===== config.mk =====
export PLATFORM = sky130hd
export DESIGN_NAME = if_fetch_unit
export DESIGN_NICKNAME = d
export VERILOG_FILES = /design/src/rtl/if_fetch_unit.sv
export SDC_FILE = /design/constraint.sdc
export NUM_CORES = 1
export LEC_CHECK = 0
export BUFFER_PORTS_ARGS = -buffer_cell sky130_fd_sc_hd__buf_2
export CAP_MARGIN = 20
export CORE_MARGIN = 3
export CORE_UTILIZATION = 44
export CTS_CLUSTER_DIAMETER = 200
export DETAILED_ROUTE_END_ITERATION = 8
export GPL_TIMING_DRIVEN = 0
export PLACE_DENSITY = 0.63
export SLEW_MARGIN = 15
export SYNTH_ARGS = -nofsm -noshare
export SYNTH_HDL_FRONTEND = slang
export SYNTH_SLANG_ARGS = --single-unit

===== constraint.sdc =====
create_clock -name clk -period 4.31 [get_ports clk]
set_input_delay 0 -clock clk [delete_from_list [all_inputs] [get_ports clk]]
set_output_delay 0 -clock clk [all_outputs]
set_load 0.02 [all_outputs]

===== src/rtl/if_fetch_unit.sv =====
`default_nettype none
// ============================================================================
// Module      : if_fetch_unit
// Description : Instruction-fetch front end. Owns the fetch PC, issues
//               req/gnt requests to instruction memory, tracks in-flight PCs,
//               buffers returned words in a fetch queue and hands them to ID
//               over valid/ready. EX/ID redirects flush the queue and mark
//               all outstanding responses as stale.
// Revision    : 1.0 - initial release
// ============================================================================
module if_fetch_unit #(
  parameter int unsigned       ADDR_W   = 32,
  parameter logic [ADDR_W-1:0] RESET_PC = '0,
  parameter int unsigned       PC_STEP  = 4,
  parameter int unsigned       FQ_DEPTH = 4
) (
  input  logic              clk,
  input  logic              rst,
  input  logic              fnb_jump_i,
  input  logic [ADDR_W-1:0] ex_next_pc_i,
  input  logic              id_jtype_jump,
  input  logic [ADDR_W-1:0] id_jtype_pc_i,
  output logic              imem_req_o,
  output logic [ADDR_W-1:0] imem_addr_o,
  input  logic              imem_gnt_i,
  input  logic              imem_rvalid_i,
  input  logic [31:0]       imem_rdata_i,
  output logic              if_valid_o,
  output logic [ADDR_W-1:0] if_pc_o,
  output logic [31:0]       if_inst_o,
  input  logic              id_ready_i
);

  localparam int unsigned c_ptr_w = $clog2(FQ_DEPTH);
  localparam int unsigned c_cnt_w = c_ptr_w + 1;
  // One extra bit so queue occupancy plus in-flight count cannot overflow.
  localparam logic [c_cnt_w:0] c_depth = (c_cnt_w+1)'(FQ_DEPTH);

  // Architectural state
  logic [ADDR_W-1:0]  fetch_pc_q, fetch_pc_d;
  logic               req_q, req_d;
  logic [c_cnt_w-1:0] fq_cnt_q, fq_cnt_d;
  logic [c_cnt_w-1:0] inflight_q, inflight_d;
  logic [c_cnt_w-1:0] drop_q, drop_d;

  // PC FIFO: address of every granted request, popped by each response.
  logic [ADDR_W-1:0]  pcf_mem_q [FQ_DEPTH];
  logic [c_ptr_w-1:0] pcf_wr_q, pcf_rd_q;

  // Fetch queue: {pc, inst} pairs waiting for ID.
  logic [ADDR_W-1:0]  fq_pc_q   [FQ_DEPTH];
  logic [31:0]        fq_inst_q [FQ_DEPTH];
  logic [c_ptr_w-1:0] fq_head_q, fq_tail_q;

  // Handshake decode
  logic              w_grant, w_resp, w_discard, w_push, w_pop, w_redirect;
  logic [ADDR_W-1:0] w_target, w_resp_pc;
  logic [c_cnt_w:0]  w_occ;

  assign w_grant    = req_q & imem_gnt_i;
  assign w_resp     = imem_rvalid_i;
  assign w_discard  = w_resp & (drop_q != '0);
  assign w_push     = w_resp & ~w_discard;
  assign w_pop      = (fq_cnt_q != '0) & id_ready_i;
  // EX redirect is older than the ID one, so it wins.
  assign w_redirect = fnb_jump_i | id_jtype_jump;
  assign w_target   = fnb_jump_i ? ex_next_pc_i : id_jtype_pc_i;
  assign w_resp_pc  = pcf_mem_q[pcf_rd_q];

  // Next-state for PC, counters and request credit.
  always_comb begin
    fetch_pc_d = fetch_pc_q;
    if (w_grant) begin
      fetch_pc_d = fetch_pc_q + ADDR_W'(PC_STEP);
    end
    inflight_d = inflight_q + c_cnt_w'(w_grant) - c_cnt_w'(w_resp);
    drop_d     = drop_q - c_cnt_w'(w_discard);
    fq_cnt_d   = fq_cnt_q + c_cnt_w'(w_push) - c_cnt_w'(w_pop);
    if (w_redirect) begin
      fetch_pc_d = w_target;
      fq_cnt_d   = '0;
      // Everything still outstanding, including a grant taken this cycle,
      // belongs to the abandoned path.
      drop_d     = inflight_d;
    end
    // Request is issued only while a queue slot is reserved for its reply.
    w_occ = {1'b0, fq_cnt_d} + {1'b0, inflight_d};
    req_d = (w_occ < c_depth);
  end

  // Control registers and pointers.
  always_ff @(posedge clk or posedge rst) begin
    if (rst) begin
      fetch_pc_q <= RESET_PC;
      req_q      <= 1'b0;
      fq_cnt_q   <= '0;
      inflight_q <= '0;
      drop_q     <= '0;
      pcf_wr_q   <= '0;
      pcf_rd_q   <= '0;
      fq_head_q  <= '0;
      fq_tail_q  <= '0;
    end else begin
      fetch_pc_q <= fetch_pc_d;
      req_q      <= req_d;
      fq_cnt_q   <= fq_cnt_d;
      inflight_q <= inflight_d;
      drop_q     <= drop_d;
      if (w_grant) pcf_wr_q <= pcf_wr_q + c_ptr_w'(1);
      if (w_resp)  pcf_rd_q <= pcf_rd_q + c_ptr_w'(1);
      if (w_redirect) begin
        fq_head_q <= '0;
        fq_tail_q <= '0;
      end else begin
        if (w_push) fq_tail_q <= fq_tail_q + c_ptr_w'(1);
        if (w_pop)  fq_head_q <= fq_head_q + c_ptr_w'(1);
      end
    end
  end

  // Storage arrays; contents are only meaningful under the pointers/counters.
  always_ff @(posedge clk) begin
    if (w_grant) begin
      pcf_mem_q[pcf_wr_q] <= fetch_pc_q;
    end
    if (w_push && !w_redirect) begin
      fq_pc_q[fq_tail_q]   <= w_resp_pc;
      fq_inst_q[fq_tail_q] <= imem_rdata_i;
    end
  end

  assign imem_req_o  = req_q;
  assign imem_addr_o = fetch_pc_q;
  assign if_valid_o  = (fq_cnt_q != '0);
  // Head fields read as zero whenever the queue is empty.
  assign if_pc_o     = if_valid_o ? fq_pc_q[fq_head_q]   : '0;
  assign if_inst_o   = if_valid_o ? fq_inst_q[fq_head_q] : '0;

`ifndef SYNTHESIS
  // A response without an outstanding grant means the memory broke protocol.
  a_rvalid_credit : assert property (@(posedge clk) disable iff (rst)
    imem_rvalid_i |-> (inflight_q != '0));
`endif

endmodule
`default_nettype wire


== Word level (Yosys, flattened, before mapping) ==
Memories as Yosys holds them, arrays and structs flattened.
Index checks and enable logic that the tools add are counted.

* RAM bits: 384
* Logic and storage cells: 52
* Memories kept: 3
* Output and inout port bits: 98
* Flip-flop bits (word level): 50
* Input port bits: 103
* ROM bits: 0
* Bits in latches: 0

{| class="wikitable"
|+ Memory list
! memory !! depth !! width !! rd ports !! clocked after Yosys merged registers in !! write ports !! RTL line !! RTL
|-
| fq_inst_q || 4 || 32 || 1 || 0 || 1 || 52 || <nowiki>logic [31:0] fq_inst_q [FQ_DEPTH];</nowiki>
|-
| fq_pc_q || 4 || 32 || 1 || 0 || 1 || 51 || <nowiki>logic [ADDR_W-1:0] fq_pc_q [FQ_DEPTH];</nowiki>
|-
| pcf_mem_q || 4 || 32 || 1 || 0 || 1 || 47 || <nowiki>logic [ADDR_W-1:0] pcf_mem_q [FQ_DEPTH];</nowiki>
|}

* Equality and inequality tests: 0
* Reductions and logical operators: 7
* Add/sub/neg operators: 11
* Multiplexer cells: 15
* Divide/modulo/power cells: 0
* Bitwise operators: 6
* Shift operators: 0
* Order comparisons: 1
* Multipliers: 0

{| class="wikitable"
|+ Operator list
! operator !! number
|-
| $mux 32 || 5
|-
| $add 32x3->32 const B || 1
|-
| $sub 3x1->3 || 3
|-
| $add 2x1->2 const B || 4
|-
| $mux 2 || 4
|-
| $add 3x1->3 || 2
|-
| $mux 3 || 2
|-
| $reduce_bool 2->1 || 3
|-
| $reduce_bool 3->1 || 2
|-
| $add 3x3->4 || 1
|-
| $and 1x1->1 || 4
|-
| $lt 4x3->1 const B || 1
|-
| $mux 1 || 4
|-
| $logic_and 1x1->1 || 1
|-
| $logic_not 1->1 || 1
|-
| $not 1->1 || 1
|-
| $or 1x1->1 || 1
|}

== Longest topological paths before layout ==
Gate-level depths: netlist (run 1).

* Word-level depth: 9
* Gate-level depth with buffers: 13
* Mapped depth without buffers: 13

== Worst setup path before layout (run 1) ==
Ideal clock, no wire load.

* Path type: reg-to-reg
* Start: reg req_q, in the netlist imem_req_o
* End: reg req_q, in the netlist imem_req_o
* Path buffers: 1
* Clock period less this slack: 3.037 ns
* Data required time: 4.228 ns
* Library setup time: 0.082 ns
* Arrival: 2.955 ns
* Slack: 1.273 ns
* Cell stages (with the launch flop): 14
* Path through: dfrtp_1 and2_1 buf_2 clkinv_1 ha_1 inv_1 ha_1 inv_1 fa_1 xnor2_1 xnor2_1 ha_1 or3_1 a31oi_1

* Longest elaborated chain between the ends: 5

{| class="wikitable"
|+ Ends and longest elaborated chain
! item !! RTL line !! RTL
|-
| start, declared || 41 || <nowiki>logic req_q, req_d;</nowiki>
|-
| start signal, assigned || 105 || <nowiki>req_q <= req_d;</nowiki>
|-
| $and 1x1->1 || 60 || <nowiki>assign w_grant = req_q & imem_gnt_i;</nowiki>
|-
| $add 3x1->3 || 76 || <nowiki>inflight_d = inflight_q + c_cnt_w'(w_grant) - c_cnt_w'(w_resp);</nowiki>
|-
| $sub 3x1->3 || 76 ||
|-
| via inflight_d[2] || 43 || <nowiki>logic [c_cnt_w-1:0] inflight_q, inflight_d;</nowiki>
|-
| $add 3x3->4 || 87 || <nowiki>w_occ = {1'b0, fq_cnt_d} + {1'b0, inflight_d};</nowiki>
|-
| $lt 4x3->1 || 88 || <nowiki>req_d = (w_occ < c_depth);</nowiki>
|-
| via req_d || 41 ||
|}

The timed path passes the listed nets, and every way through them passes these cells.
A chain may end at the register's enable or synchronous reset.

== Worst setup path after layout (run 1) ==
Ends and elaborated chain as after synthesis.

==> reports/metrics.csv, run 1 <==
metric,value,unit
critical_path.startpoint,imem_req_o,
gp_routability_congestion,0.832,
clock_sink_total,434,
worst_skew_pair.late_latency,0.55,ns
pin_count_of_the_biggest_net_entering_global_routing,45,
arrival,3.91,ns
async_reset_ff_frac,0.115,
crit_path_cell_trace,and2_1 -> buf_2 -> clkinv_1 -> ha_1 -> inv_1 -> ha_1 -> inv_1 -> fa_1 -> xnor2_1 -> xnor2_1 -> ha_1 -> or3_1 -> a31oi_1,
timing.final.ws_setup,0.863,ns
timing.setup.critical_path_class,register to register,
cpMostUsedCell,ha_1,
ir_worst_vdd,0.249,mV
rows,72,
grt_first_pass_wirelength,61900,um
floorplan.initialDensity,0.449,
status,completed,
global_route.usage.total,0.193,
power.static_leakage,7.67,nW
ys_warn_count,0,
synthCells,932,
tritoncts,done,
first_pass_iters,5,
synthesis.area_per_instance,18.8,um2
dieHeight,205,um
dp.cells,1660,
mappedNetlistNets,1054,
ant_nets,0,
layout.area.seq,12800,um2
post_synth_instance_area,17500,um2
route.detailed.drc,0,
yosys.area.top_type,edfxtp_1,
fp.dieArea,42200,um2
critical-path-slowest-cell,dfrtp_1,
biggest_area_contributors_in_the_synthesized_netlist,"edfxtp_1, mux4_2, dfrtp_1",
cp_data_required_time,4.77,ns
diodes,0,
critical-path-max-stage-delay,0.54,ns
timing.final.hold_violations,0,
grt_setup_unrepaired,false,
stdcell_count,1842,
numPortBuffers,200,
critPathCaptureType,register,
detail_route.wl_per_cell,21.8,um
maximum_net_fanout_on_the_critical_path,10,
n_fill_cell,3049,
path_clk_slew,0.06,ns
holdBufCountCts,101,
dp_hpwl,25900,um
cts_made_buffers,44,
max-slew-margin-rel,0.372,
post_synth_most_frequent_cells,"edfxtp_1, mux4_2, and2_1",
pwr_density_cell,495,nW/um2
detailedRoute.firstIterationViolations,686,
number_of_enable_flip_flop_cells_after_synthesis,384,
cts-root-to-sink-buffers,3,
ys_seq_area_frac,0.730,
cts-root-buf,clkbuf_16,
crit_path_launch_type,register,
drive_above_1_share,0.290,
core,39000,um2
boundaryPins,201,
flow.area_growth_from_synthesis,24.1,%
post-route-min-period,3.45,ns
final_clock_skew,0.0155,ns
multiInputGateArea,4470,um2
min_to,imem_addr_o[30],
fraction_of_synthesized_cell_area_taken_by_the_top_area_cell_type,0.659,
grt_pass1_vias,10425,
timing.max_cap.violations,0,
holdPathStages,4,
max_slew.worst_pin.slew,0.943,ns
r2r_setup_slk,0.86,ns
globalRouteOverflowTotal,0,
floorplan.die.width,205,um
vias_per_cell,5.43,
r2r_cells,13,
routed_vias,10008,
setup_tns,0,ns
dominantRegCellSynth,edfxtp_1,
origin_of_the_critical_flop_to_flop_path,imem_req_o,
max_freq,0.290,GHz
timing.final.max_slew_violations,0,
post-synth-top-count-cell,edfxtp_1,
reg2reg_to,imem_req_o,
synth_cell_types,49,
ctsResizeCount,0,
htreeDepth,2,
totalWireLength,40200,um
place_worst_setup_slack,0.933,ns
post-route-period-util,0.800,
grt_antenna_before_repair,0,
setup_viol_count_final,0,
post_cts_buffers,0,
timing.hold.worst.class,input port to register,
hold_start,ex_next_pc_i[30],
synth.ff_latch_count,434,
nNetsFinal,1411,
[worst max-delay path, delay by kind of cell (launching register included)]
family | cells | cell delay (ns)
AOI/OAI and AO/OA | 1 | 0.15
xor gates and xnor gates | 2 | 0.38
adders and majority gates | 4 | 1.13
buffers and inverters | 4 | 0.63
DFF | 1 | 0.54
and+or+nand+nor | 2 | 0.51
[state kept, by name, summed over array words and instances, names as in the netlist]
register,flops
fq_inst_q,128
pcf_wr_q,2
imem_addr_o,32
inflight_q,3
pcf_rd_q,2
fq_cnt_q,3
fq_head_q,2
pcf_mem_q,128
fq_pc_q,128
fq_tail_q,2
imem_req_o,1
drop_q,3
[cell families after synthesis]
family | share of synthesized area
AND/OR/NAND/NOR | 0.0656
AO/OA/AOI/OAI | 0.0388
adder cells (fa/ha/maj) | 0.0144
buffers and inverters | 0.0151
multiplexers | 0.128
flip-flops | 0.730
XOR/XNOR | 0.00801
[worst max path at each step]
stage	endpoint	depth (start not counted)
after floorplan	imem_req_o	13
after global placement	fq_inst_q[1][15]	4
after detailed placement	imem_req_o	13
after CTS	imem_req_o	13
after global routing	imem_req_o	13
final	imem_req_o	13
[layout by cell type (no fill, tap or decap), drive strengths merged, types with 5 or more instances in the layout]
cell and instances:
ha 17, o31ai 10, clkbuf 92, dlygate4sd3 101, o22ai 7, a21oi 13
mux4 96, and4 6, a211oi 13, xnor2 10, a22oi 9, nand3 16
and2 77, dfrtp 50, xor2 6, o21ai 17, nor2b 11, nor2 14
inv 18, nor3 6, nand4 14, nand2 26, buf 230, a2bb2oi 6
edfxtp 384, and3 8, or4 7, clkinv 14, mux2i 6, a31oi 9
a22o 5
[final cells by class]
class	count	area share
inverter	17	0.00294
sequential	434	0.589
tap	518	0.0298
clock buffer	65	0.0553
timing repair buffer	311	0.104
buffer	47	0.00922
clock inverter	16	0.00473
multi-input combinational	434	0.206
[routing by layer]
metal / vias to the layer above / part of all wire / global-route usage
li1: 4488 / - / -
met1: 5106 / 0.42 / 0.260
met2: 345 / 0.50 / 0.324
met3: 69 / 0.057 / 0.0378
met4: 0 / 0.024 / 0.0549
met5: - / 0 / 0
[power by group]
group / internal (mW) / leakage [nW] / switching [mW]
sequential: 5.14 / 4.08 / 0.190
clock: 1.99 / 0.633 / 1.50
combinational: 0.819 / 2.95 / 1.10
[stage by stage]
step	area [um2]	total power, mW	hold slack [ns]	util
3_5_place_dp	19400	7.28	0.0349	0.497
3_3_place_gp	19100	7.19	0.211	0.491
5_1_grt	21700	11.2	0.0543	0.557
6_report	21700	10.7	0.0250	0.557
2_1_floorplan	17500	6.58	0.0871	-
4_1_cts	21700	10.9	0.00596	0.557
Power figures use the tool's default switching activity.
==> run 2: changes to the inputs <==
PLACE_DENSITY = 0.65   (was 0.63)
clock period = 3 ns   (was 4.31 ns; I/O delays follow)
==> run 2 against run 1 <==
Cell count fell by 0.33%. Critical path depth did not move. Sequential power rose by 44%. Fmax rose by 15%. Register-to-register slack got worse by 0.86 ns. Die area did not move. Critical endpoint unchanged. Largest cell class unchanged. Combinational power rose by 51%. Clock power rose by 40%. Flip-flop and latch count did not move. Non-clock buffer count rose by 2.
==> reports/metrics.csv, run 2 (synthesized netlist as in run 1, its figures left out) <==
metric,value,unit
status,completed,
global_route.usage.total,0.187,
critical-path-max-stage-delay,0.42,ns
timing.hold.worst.class,input port to register,
rows,72,
setup_tns,0,ns
setup_viol_count_final,0,
tritoncts,done,
flow.area_growth_from_synthesis,24.3,%
totalWireLength,39300,um
final_clock_skew,0.0121,ns
arrival,3.44,ns
route.detailed.drc,0,
timing.setup.critical_path_class,register to register,
maximum_net_fanout_on_the_critical_path,2,
max-slew-margin-rel,0.364,
grt_first_pass_wirelength,60300,um
cp_data_required_time,3.44,ns
gp_routability_congestion,0.870,
worst_skew_pair.late_latency,0.53,ns
grt_pass1_vias,10310,
routed_vias,9967,
final_common_cell,edfxtp_1,
ant_nets,0,
critical-path-slowest-cell,or3_4,
dp_hpwl,25100,um
floorplan.die.width,205,um
nNetsFinal,1413,
timing.final.max_slew_violations,0,
floorplan.initialDensity,0.449,
power.static_leakage,7.67,nW
detailedRoute.firstIterationViolations,586,
cts_made_buffers,44,
n_fill_cell,3055,
boundaryPins,201,
numPortBuffers,200,
drive_above_1_share,0.304,
pin_count_of_the_biggest_net_entering_global_routing,51,
globalRouteOverflowTotal,0,
layout_common_cells,"edfxtp_1, buf_2, dlygate4sd3_1",
biggestRegsByFlops,"fq_inst_q x128, fq_pc_q x128, pcf_mem_q x128",
timing.max_cap.violations,0,
path_clk_slew,0.06,ns
core,39000,um2
detail_route.wl_per_cell,21.4,um
critPathCaptureType,register,
cts-root-to-sink-buffers,3,
post-route-period-util,0.999,
max_freq,0.334,GHz
pwr_density_cell,711,nW/um2
crit_path_launch_type,register,
first_pass_iters,5,
htreeDepth,2,
fp.dieArea,42200,um2
vias_per_cell,5.43,
diodes,0,
post-route-min-period,3.00,ns
grt_setup_unrepaired,true,
crit_path_cell_trace,or3_4 -> and2_4 -> ha_4 -> inv_2 -> ha_4 -> inv_2 -> fa_2 -> xor2_1 -> xnor2_1 -> nor2_1 -> ha_1 -> or3_1 -> a31oi_1,
clock_sink_total,434,
cts-root-buf,clkbuf_16,
ir_worst_vdd,0.332,mV
grt_antenna_before_repair,0,
max_slew.worst_pin.slew,0.945,ns
whs,0.0411,ns
timing.final.hold_violations,0,
dieHeight,205,um
-- run 2: path summary, 6_finish.rpt --
path,startpoint,to,slack (ns),cells after the start
worst max register to register,fq_cnt_q[1],imem_req_o,0.003,13
min in group asynchronous,rst,imem_addr_o[13],0.13,3
worst min register to register,inflight_q[0],inflight_q[0],0.57,1
max in group asynchronous,rst,imem_req_o,2.31,3
worst max-delay path,fq_cnt_q[1],imem_req_o,0.003,13
worst min-delay path,ex_next_pc_i[16],imem_addr_o[16],0.04,3
-- run 2: critical path, delay by kind of cell (launching register included) --
kind	cells	cell delay [ns]
fa+ha+maj	4	0.99
simple gates	4	0.98
flops	1	0.38
xor+xnor	2	0.30
compound gates	1	0.17
buf+inv	2	0.09
-- run 2: where the power goes --
| group | switching [mW] | leakage, nW | internal [mW] | total [mW] |
|---|---|---|---|---|
| Sequential | 0.263 | 4.08 | 7.39 | 7.65 |
| Combinational | 1.65 | 2.98 | 1.25 | 2.90 |
| Clock | 2.08 | 0.616 | 2.82 | 4.90 |
-- run 2: area by class of cell --
type | instances | area [um2] | area share
well taps | 518 | 648 | 0.0298
clock inverters | 15 | 92.6 | 0.00426
repair buffers | 314 | 2250 | 0.104
inverters | 17 | 71.3 | 0.00328
clock buffers | 58 | 1170 | 0.0540
flip-flops and latches | 434 | 12800 | 0.588
multi-input cells | 434 | 4520 | 0.208
plain buffers | 46 | 199 | 0.00915
-- run 2: metal layers --
layer | GRT usage | routed length [um] | vias up
li1 | - | - | 4491
met1 | 0.257 | 16900 | 5053
met2 | 0.315 | 19400 | 365
met3 | 0.0302 | 2190 | 58
met4 | 0.0488 | 806 | 0
met5 | 0 | 0 | -
-- run 2: stage by stage --
step / power (mW) / cell area, um2 / worst slack (ns) / std cells / util
finish: 15.5 / 21700 / 0.00267 / 1836 / 0.557
CTS: 15.6 / 21700 / -0.00868 / 1835 / 0.557
global route: 16.2 / 21700 / -0.119 / 1836 / 0.557
detailed placement: 10.5 / 19400 / -0.372 / 1658 / 0.497
floorplan: 9.46 / 17500 / 0.00614 / 932 / -
global placement: 10.3 / 19200 / -1.39 / 1650 / 0.491
-- run 2: repair_timing --
item,CTS,global route
setup endpoints to repair,1,13
buffers inserted,6,1
hold endpoints to repair,216,0
pin swaps,11,1
gates resized for setup,10,2
hold buffers,98,0
==> run 3: changes to the inputs <==
ABC_CLOCK_PERIOD_IN_PS = 3000   (was default)
BUFFER_PORTS_ARGS = default   (was -buffer_cell sky130_fd_sc_hd__buf_2)
DONT_BUFFER_PORTS = 1   (was default)
PLACE_DENSITY = 0.61   (was 0.65)
==> run 3 against run 2 <==
Total power is 0.62% higher. Critical path type unchanged. Sequential share of layout area is 2.4 points higher. First-iteration DRC count is 11% higher. Routed wire length is 1.4% higher. Hold slack better by 0.0050 ns. Register-to-register slack better by 0.02 ns. Global-route usage is 0.51 points higher. Clock-buffer cell count is 5 lower.
==> reports/metrics.csv, run 3 (synthesized netlist as in run 1, its figures left out) <==
metric,value,unit
timing.hold.worst.class,input port to asynchronous set/reset pin,
r2r_setup_slk,0.02,ns
power.static_leakage,6.83,nW
stdcell_count,1647,
layout.area.seq,12800,um2
numPortBuffers,0,
arrival,3.45,ns
floorplan.die.width,205,um
critPathCaptureType,register,
grt_antenna_before_repair,1,
n_fill_cell,3061,
floorplan.initialDensity,0.449,
grt_pass1_vias,9915,
routed_vias,9366,
fp.dieArea,42200,um2
dieHeight,205,um
gp_routability_congestion,0.851,
crit_path_cell_trace,or3_4 -> and2_4 -> ha_4 -> inv_2 -> ha_4 -> inv_2 -> fa_2 -> xor2_2 -> xnor2_1 -> nor2_1 -> ha_1 -> or3_1 -> a31oi_1,
worst_skew_pair.late_latency,0.55,ns
report.power.total,15.5,mW
globalRouteOverflowTotal,0,
flow.area_growth_from_synthesis,19.4,%
critical-path-slowest-cell,or3_4,
final_common_cell,edfxtp_1,
boundaryPins,201,
max_freq,0.336,GHz
biggestRegsByFlops,"fq_inst_q x128, fq_pc_q x128, pcf_mem_q x128",
crit_path_launch_type,register,
critical_path_s_top_delay_family,adder cells,
timing.final.max_slew_violations,0,
detailedRoute.firstIterationViolations,648,
placement.cell_area,18400,um2
tritoncts,done,
critical_path.startpoint,fq_cnt_q[1],
ant_nets,0,
grt_first_pass_wirelength,60800,um
timing.final.ws_setup,0.0220,ns
layout.cell_area.non_filler,20900,um2
vias_per_cell,5.69,
global_route.usage.total,0.192,
cts_made_buffers,44,
critical-path-max-stage-delay,0.41,ns
place_worst_setup_slack,-0.416,ns
max-slew-margin-rel,0.386,
status,completed,
final_clock_skew,0.0129,ns
nNetsFinal,1219,
drive_above_1_share,0.187,
post-route-period-util,0.993,
timing.final.hold_violations,0,
multiInputGateArea,4550,um2
dp.cells,1459,
cts-root-to-sink-buffers,3,
setup_tns,0,ns
worstPathBufferInverterCount,2,
pin_count_of_the_biggest_net_entering_global_routing,51,
clock_sink_total,434,
cts-root-buf,clkbuf_16,
pwr_density_cell,744,nW/um2
setup_viol_count_final,0,
htreeDepth,2,
cp_data_required_time,3.47,ns
timing.max_cap.violations,0,
post-route-min-period,2.98,ns
path_clk_slew,0.06,ns
route.detailed.drc,0,
max_slew.worst_pin.slew,0.921,ns
layout_common_cells,"edfxtp_1, dlygate4sd3_1, mux4_2",
rows,72,
grt_setup_unrepaired,true,
origin_of_the_critical_flop_to_flop_path,fq_cnt_q[1],
first_pass_iters,5,
maximum_net_fanout_on_the_critical_path,2,
core,39000,um2
detail_route.wl_per_cell,24.2,um
dp_hpwl,24900,um
totalWireLength,39800,um
ir_worst_vdd,0.404,mV
timing.setup.critical_path_class,register to register,
[run 3: worst paths after layout]
| kind | to | cells after the start |
|---|---|---|
| max in group asynchronous | imem_req_o | 2 |
| hold reg to reg | inflight_q[0] | 1 |
| min in group clk | imem_addr_o[5] | 5 |
| setup / recovery | imem_req_o | 13 |
| setup reg to reg | imem_req_o | 13 |
| hold / removal | imem_addr_o[22] | 2 |
[run 3: power breakdown]
group | internal, mW | switching (mW) | total (mW)
logic | 1.10 | 1.50 | 2.60
registers | 7.39 | 0.363 | 7.75
clock network | 3.00 | 2.20 | 5.19
[run 3: metrics by stage]
step,hold slack (ns),utilization
global placement,0.0937,0.465
detailed placement,0.0380,0.471
finish,0.0461,0.536
floorplan,0.0871,-
CTS,0.0347,0.535
global route,0.0796,0.536
[run 3: what timing repair did]
action                     in CTS  in global routing
setup endpoints to repair       1                  4
setup buffers                   5                  0
resized for setup              14                  6
pin swaps                      10                  4
hold endpoints to repair      260                  0
hold buffers                  105                  0
[run 3: area by class of cell]
class / instances / share of cell area
Clock buffer: 53 / 0.0553
Multi-Input combinational cell: 434 / 0.218
Sequential cell: 434 / 0.612
Buffer: 47 / 0.00988
Timing Repair Buffer: 119 / 0.0610
Clock inverter: 24 / 0.00928
Tap cell: 518 / 0.0310
Antenna cell: 1 / 0.000120
Inverter: 17 / 0.00377
[run 3: per-layer routing]
metal	routed length [um]	up-vias	global-route usage	part of all wire
li1	-	4099	-	-
met4	916	0	0.0515	0.023
met2	19400	358	0.316	0.49
met5	0	-	0	0
met1	16700	4838	0.260	0.42
met3	2730	71	0.0446	0.069
